## src/rtl/ps2_kbd_ctrl.sv

```systemverilog
// Set-2 scan-code controller: pops bytes from the PS/2 receiver FIFO, tracks E0/F0/E1
// prefixes, emits one registered event per complete sequence and keeps a held-key bitmap.
module ps2_kbd_ctrl #(
   parameter int SKIP_E1 = 7
) (
   input  logic       clk,
   input  logic       rst,
   input  logic       ps2_ready,
   input  logic [7:0] ps2_data,
   input  logic       ps2_ovf,
   output logic       ps2_rdn,
   input  logic       err_clr,
   output logic       key_valid,
   output logic [7:0] key_code,
   output logic       key_ext,
   output logic       key_break,
   output logic [7:0] key_down,
   output logic       ovf_err,
   output logic       kbd_err
);

   typedef enum logic [1:0] {S_IDLE, S_POP, S_DECODE} state_t;

   state_t     state_q;
   logic [7:0] byte_q;
   logic       ext_q;
   logic       brk_q;
   logic [2:0] skip_q;
   logic [7:0] key_mask_w;
   logic       discard_w;

   function automatic logic [7:0] key_mask(input logic ext, input logic [7:0] code);
      logic [7:0] m;
      m = 8'h00;
      if (ext) begin
         case (code)
            8'h75:   m = 8'h01;
            8'h72:   m = 8'h02;
            8'h6B:   m = 8'h04;
            8'h74:   m = 8'h08;
            default: m = 8'h00;
         endcase
      end else begin
         case (code)
            8'h29:   m = 8'h10;
            8'h5A:   m = 8'h20;
            8'h76:   m = 8'h40;
            8'h1D:   m = 8'h80;
            default: m = 8'h00;
         endcase
      end
      return m;
   endfunction

   function automatic logic is_ctrl_reply(input logic [7:0] code);
      return (code == 8'hAA) || (code == 8'hFA) || (code == 8'hEE);
   endfunction

   // BAT/ack/echo bytes only count as noise when no prefix is pending.
   always_comb begin
      key_mask_w = key_mask(ext_q, byte_q);
      discard_w  = is_ctrl_reply(byte_q) && !ext_q && !brk_q;
   end

   always_ff @(posedge clk or posedge rst) begin
      if (rst) begin
         state_q   <= S_IDLE;
         byte_q    <= 8'h00;
         ext_q     <= 1'b0;
         brk_q     <= 1'b0;
         skip_q    <= 3'd0;
         ps2_rdn   <= 1'b1;
         key_valid <= 1'b0;
         key_code  <= 8'h00;
         key_ext   <= 1'b0;
         key_break <= 1'b0;
         key_down  <= 8'h00;
         ovf_err   <= 1'b0;
         kbd_err   <= 1'b0;
      end else begin
         key_valid <= 1'b0;
         ps2_rdn   <= 1'b1;
         if (err_clr) begin
            ovf_err <= 1'b0;
            kbd_err <= 1'b0;
         end
         case (state_q)
            S_IDLE: begin
               if (ps2_ready) begin
                  byte_q  <= ps2_data;
                  ps2_rdn <= 1'b0;
                  state_q <= S_POP;
               end
            end
            S_POP: state_q <= S_DECODE;
            S_DECODE: begin
               state_q <= S_IDLE;
               if (!ps2_ovf) begin
                  if (skip_q != 3'd0) begin
                     skip_q <= skip_q - 3'd1;
                  end else if ((byte_q == 8'h00) || (byte_q == 8'hFF)) begin
                     kbd_err <= 1'b1;
                     ext_q   <= 1'b0;
                     brk_q   <= 1'b0;
                  end else if (byte_q == 8'hE0) begin
                     ext_q <= 1'b1;
                  end else if (byte_q == 8'hF0) begin
                     brk_q <= 1'b1;
                  end else if (byte_q == 8'hE1) begin
                     key_valid <= 1'b1;
                     key_code  <= 8'hE1;
                     key_ext   <= 1'b0;
                     key_break <= 1'b0;
                     skip_q    <= 3'(SKIP_E1);
                     ext_q     <= 1'b0;
                     brk_q     <= 1'b0;
                  end else if (!discard_w) begin
                     key_valid <= 1'b1;
                     key_code  <= byte_q;
                     key_ext   <= ext_q;
                     key_break <= brk_q;
                     key_down  <= brk_q ? (key_down & ~key_mask_w) : (key_down | key_mask_w);
                     ext_q     <= 1'b0;
                     brk_q     <= 1'b0;
                  end
               end
            end
            default: state_q <= S_IDLE;
         endcase
         // Overflow may have dropped break codes, so all held state is untrustworthy.
         if (ps2_ovf) begin
            ovf_err  <= 1'b1;
            ext_q    <= 1'b0;
            brk_q    <= 1'b0;
            skip_q   <= 3'd0;
            key_down <= 8'h00;
         end
      end
   end

endmodule

```

## config.mk

```make
export PLATFORM = sky130hd
export DESIGN_NAME = ps2_kbd_ctrl
export DESIGN_NICKNAME = d
export VERILOG_FILES = /design/src/rtl/ps2_kbd_ctrl.sv
export SDC_FILE = /design/constraint.sdc
export NUM_CORES = 1
export LEC_CHECK = 0
export ABC_AREA = 1
export CORE_MARGIN = 8
export CORE_UTILIZATION = 45
export DETAILED_ROUTE_END_ITERATION = 7
export PLACE_DENSITY_LB_ADDON = 0.1
export SETUP_SLACK_MARGIN = 0.1
export SLEW_MARGIN = 20
export SYNTH_ARGS = -nofsm -noshare
export SYNTH_HDL_FRONTEND = slang
export SYNTH_SLANG_ARGS = --single-unit
```

## constraint.sdc

```tcl
create_clock -name clk -period 3.4 [get_ports clk]
set_input_delay 0.51 -clock clk [delete_from_list [all_inputs] [get_ports clk]]
set_output_delay 0.51 -clock clk [all_outputs]
set_load 0.02 [all_outputs]
```

### Yosys cells after proc, flatten, opt, wreduce, memory -nomap -nowiden

Cells that the tools add are included.

* register bits: 37
* logic and storage cells: 131
* output and inout bits: 22
* bits of input ports: 13

* add/sub/neg operators: 1
* bitwise operators: 8
* mux-type cells: 58
* reductions and logical operators: 19
* equal/unequal tests: 32

Operators with widths (count)
* $mux 8: 12
* $eq 8x8->1 const B: 7
* $eq 8x7->1 const B: 6
* $mux 1: 35
* $pmux 8 s4: 1
* $mux 3: 7
* $pmux 4 s4: 1
* $ne 2x2->1 const B: 7
* $reduce_and 7->1: 2
* $ne 3x3->1 const B: 4
* $ne 5x2->1 const B: 2
* $and 8x8->8: 1
* $eq 8x5->1 const B: 1
* $eq 8x6->1 const B: 1
* $logic_not 8->1: 1
* $not 8->8: 1
* $or 8x8->8: 1
* $reduce_and 4->1: 2
* $reduce_bool 3->1: 2
* $not 1->1: 5
* $reduce_and 5->1: 1
* $ne 4x4->1 const B: 1
* $pmux 2 s2: 1
* $reduce_bool 2->1: 2
* other kinds (10): 14

### Longest topological paths before layout

* depth after elaboration: 14
* gate-level depth with buffers: 12
* depth with buffers taken out: 12

### Least setup slack after synthesis

OpenSTA, ideal clock, no wires.

* path kind: register to register
* from: reg skip_q[0]
* to: reg key_break
* stages on the path, launching flop included: 13
* arrival time: 1.358 ns
* setup slack: 1.925 ns
* required time: 3.283 ns
* buffers on the path: 1
* setup time: 0.117 ns
* period minus slack after synthesis: 1.475 ns
* cell sequence: dfrtp_1 > inv_1 > ha_1 > nand2_1 > inv_1 > nand2_1 > inv_1 > nand4_1 > nor2_2 > nand2_2 > buf_6 > nand2_1 > nand2_1

* longest elaborated chain between the ends: 3

Ends and longest elaborated chain
* start, declared: RTL line 28 `logic [2:0] skip_q;`
* start signal, assigned: RTL line 100 `skip_q <= skip_q - 3'd1;`
* start signal, assigned: RTL line 114 `skip_q <= 3'(SKIP_E1);`
* $reduce_bool 3->1: RTL line 99 `if (skip_q != 3'd0) begin`
* $not 1->1 (no source line)
* $reduce_and 7->1 (no source line)
* end signal, assigned: RTL line 121 `key_break <= brk_q;`
* end, declared: RTL line 16 `output logic key_break,`

Every way passes these cells.
A chain may end at the register's enable or synchronous reset.

### Worst setup path after layout

* from: reg skip_q[0]
* to: reg key_ext

* longest elaborated chain between the ends: 3

Ends and longest elaborated chain
* $reduce_bool 3->1: RTL line 99
* $not 1->1 (no source line)
* $reduce_and 7->1 (no source line)
* end signal, assigned: RTL line 120 `key_ext <= ext_q;`
* end, declared: RTL line 15 `output logic key_ext,`

Every way passes these cells.

==> impl.org <==
** Critical path
- WP depth :: 11
- Path depth of the worst reg2reg path :: 11
- The number of buffers and inverters on the critical path is 3.
- Startpoint class of the critical path :: flop
- In this run the worst path has a maximum fanout of 11.
- The largest individual stage delay along the critical path comes from the cell dfrtp_1.
- Worst setup path category :: flop to flop
- Highest cell delay on the worst timing path :: 390 ps
- The worst setup path is captured at a flop.
- For the worst setup path, the data required time is 3570 ps.
- Series of cell instances along the critical path :: inv_1, ha_1, nand2_1, inv_1, nand2_1, inv_1, nand4_1, nor2_2, nand2_2, nand2_1, nand2_1
- Kind of cell adding the most delay to the critical path :: simple AND/OR/NAND/NOR gates
- In this design, the critical path's most frequently occurring cell is nand2_1.
- At the worst endpoint, the arrival time is 2170 ps.

** Global routing
- Entering global routing, the biggest net connects 23 pins.
- Overall routing resource usage :: 0.143
- Total gr overflow :: 0
- The first global-routing pass estimated 8.49 mm of wire.
- Antenna violations before repair :: 0
- The number of global-route vias before repair came to 1824.

** Finish
- The repair_antennas step left the layout with diodes totalling 0.
- For this run, the number of standard cells in the final layout without fillers is 375.
- Layout-stage area growth over the synthesis result :: 22.7%
- End-of-flow core utilization :: 0.581
- Fill cells in the final layout number 439.
- In the final design database the tool counted 337 nets.
- After routing the design area is 2550 um^2.
- In the final layout, the share of cells above drive strength 1 is 0.0960.

** Logic synthesis
- Warning count from the yosys run :: 0
- The largest total area in the synthesized netlist belongs to dfrtp_1.
- After technology mapping, the gate count stands at 287.
- The synthesized design contains 37 register bits.
- The most used flip-flop cell after synthesis is dfrtp_1.
- Commonest cells in the synthesized netlist :: 83 x nand2_1, 39 x inv_1, 36 x dfrtp_1
- After synthesis, the share of flip-flops with an asynchronous set or reset is 1.00.
- Yosys mapped a number of flops with a built-in enable equal to 0.
- Area share of the largest cell type after synthesis :: 0.434
- Post-synthesis cell area :: 2070 um^2
- A synthesized cell averages 7.23 um^2.
- Sequential fraction of the synthesis area :: 0.447
- Syn nets :: 302
- The number of different library cells used by synthesis comes to 25.
- In the post-synthesis netlist, the cell with the most instances is nand2_1.
- Ranked by total cell area, the synthesized netlist is headed by dfrtp_1 43%, nand2_1 15%, nand3_1 7.5%.

** Timing
- Fin crit share :: 0.586
- Based on the critical path, the design can be clocked at up to 0.502 GHz.
- Slew Limit Fails :: 0
- Summed over all failing endpoints, the final setup total negative slack is 0 ps.
- Measured against its own limit, the worst slew margin works out to 0.542.
- Setup-violating endpoint count in the final report :: 0
- Setup repair after global routing missed its margin :: no
- Final hold slack :: 446 ps
- Number of failing hold endpoints at the final stage :: 0
- For the pin with the worst max-slew slack, the measured transition is 686 ps.
- For the finished layout, the period the worst path requires is 1990 ps.
- The clock arrives with 5.55 ps of skew.

** Place
- Detailed placement ended at an HPWL of 3.71 mm.
- Placer Congestion :: 0.920
- After detailed placement, the total cell area comes to 2440 um^2.
- In this run, placement finished with an instance count of 367.
- Buffers placed on the I/O ports in this run total 34.

** Clocking
- Number of gates resized after cts :: 0
- TritonCTS built the clock tree.
- Buffers added to address setup during post-CTS repair amount to 0.
- Number of buffers on the longest clock path :: 2
- Clock slew seen by the registers of the worst setup and hold paths :: 70 ps
- Clock tree synthesis found a total of 37 sinks.
- Clock tree synthesis selected as its root buffer the cell clkbuf_8.
- Number of buffers inserted during clock tree synthesis :: 5
- In this run, post-CTS hold repair placed 0 buffers.
- Clock latency on the worst-skew pair :: 290 ps
- Number of levels in the clock H-tree :: 2

** Drt
- Summed over all layers, the routed wires come to 4.79 mm.
- The count of nets left with antenna violations once routing finished came out at 0.
- The detailed router finished its first iteration with 78 violations.
- DRC errors left :: 0
- Detailed routing inserted a total of 1863 vias.
- Via-per-instance ratio :: 4.97
- Average detailed-routed wire length per instance :: 12.8 um
- Pre-Repair DR Iteration Count :: 4

** Floorplanning
- The die is 83.9 um tall.
- Std-Cell Rows :: 24
- Die area :: 7040 um^2
- The initial utilization of the core area, before any placement, comes to 0.473.
- In this run the count of I/O pins placed on the die edge is 35.
- Die W :: 83.9 um
- Core outline area :: 4380 um^2

** Worst hold path
- Class of the tightest hold or removal check :: flop to flop
- Instance count along the most critical hold path :: 1

** Power and ir drop
- Power spread over the standard cell area amounts to 563 nW/um^2.
- Leakage power summed over all cells :: 0.00131 uW
- IR drop worst, VDD :: 0.251 mV

** Status
- Run status :: completed

** Run
- Maxcap violations :: 0
==> metrics by stage <==
step	total power, uW	setup WS, ps
after floorplan	920	1920
after global placement	1100	1290
after detailed placement	1110	1220
after CTS	1450	1400
after global routing	1540	1230
final	1430	1410
==> layout make-up <==
type / instances / area [um^2] / share of cell area
flip-flops and latches: 37 / 927 / 0.364
inverters: 42 / 159 / 0.0624
well taps: 52 / 65.1 / 0.0256
multi-input cells: 200 / 938 / 0.369
repair buffers: 36 / 355 / 0.140
clock inverters: 1 / 5.00 / 0.00197
clock buffers: 7 / 96.3 / 0.0378
==> report_power, final <==
group,switching (uW),internal (uW),leakage [uW]
registers,74.2,535,0.000483
clock network,153,183,0.0000542
logic,292,196,0.000776
total,519,914,0.00131
==> layout by cell type (no fill, tap or decap) <==
master / instances
nand2_2: 10
nand3b_1: 1
nand2_4: 2
nor3_1: 1
inv_2: 1
nor2_1: 33
nand3_2: 1
a21oi_1: 3
clkdlybuf4s50_1: 34
nor2_2: 2
dfstp_2: 1
clkbuf_8: 7
o21ai_0: 18
nor2_4: 2
clkinv_2: 2
clkinv_1: 1
nand2_1: 83
inv_1: 39
buf_4: 2
nand4_1: 10
dfrtp_1: 36
nand3_1: 31
ha_1: 2
a31oi_2: 1
==> flip-flops by register name, summed over array words and instances (netlist names) <==
name	cells
byte_q	8
key_code	8
key_down	8
skip_q	3
state_q	2
brk_q	1
ext_q	1
kbd_err	1
key_break	1
key_ext	1
key_valid	1
ovf_err	1
ps2_rdn	1
==> logic make-up after synthesis <==
family,Yosys count,synth area share
buf+inv,50,0.101
compound gates,22,0.0567
simple gates,176,0.384
fa+ha+maj,2,0.0121
flops,37,0.447
==> path summary, 6_finish.rpt <==
path / startpoint / endpoint / slack, ps
setup / recovery: skip_q[0] / key_ext / 1410
hold / removal: state_q[1] / state_q[1] / 450
setup reg to reg: skip_q[0] / key_ext / 1410
hold reg to reg: state_q[1] / state_q[1] / 450
max in group asynchronous: rst / ps2_rdn / 2000
min in group asynchronous: rst / key_down[3] / 620
==> layer usage <==
layer | global-route usage | up-vias | part of all wire
met4 | 0.0471 | 0 | 0.016
met5 | 0 | - | 0
met2 | 0.225 | 46 | 0.46
met3 | 0.0449 | 7 | 0.057
li1 | - | 966 | -
met1 | 0.181 | 844 | 0.47
(Power assumes the default switching activity.)
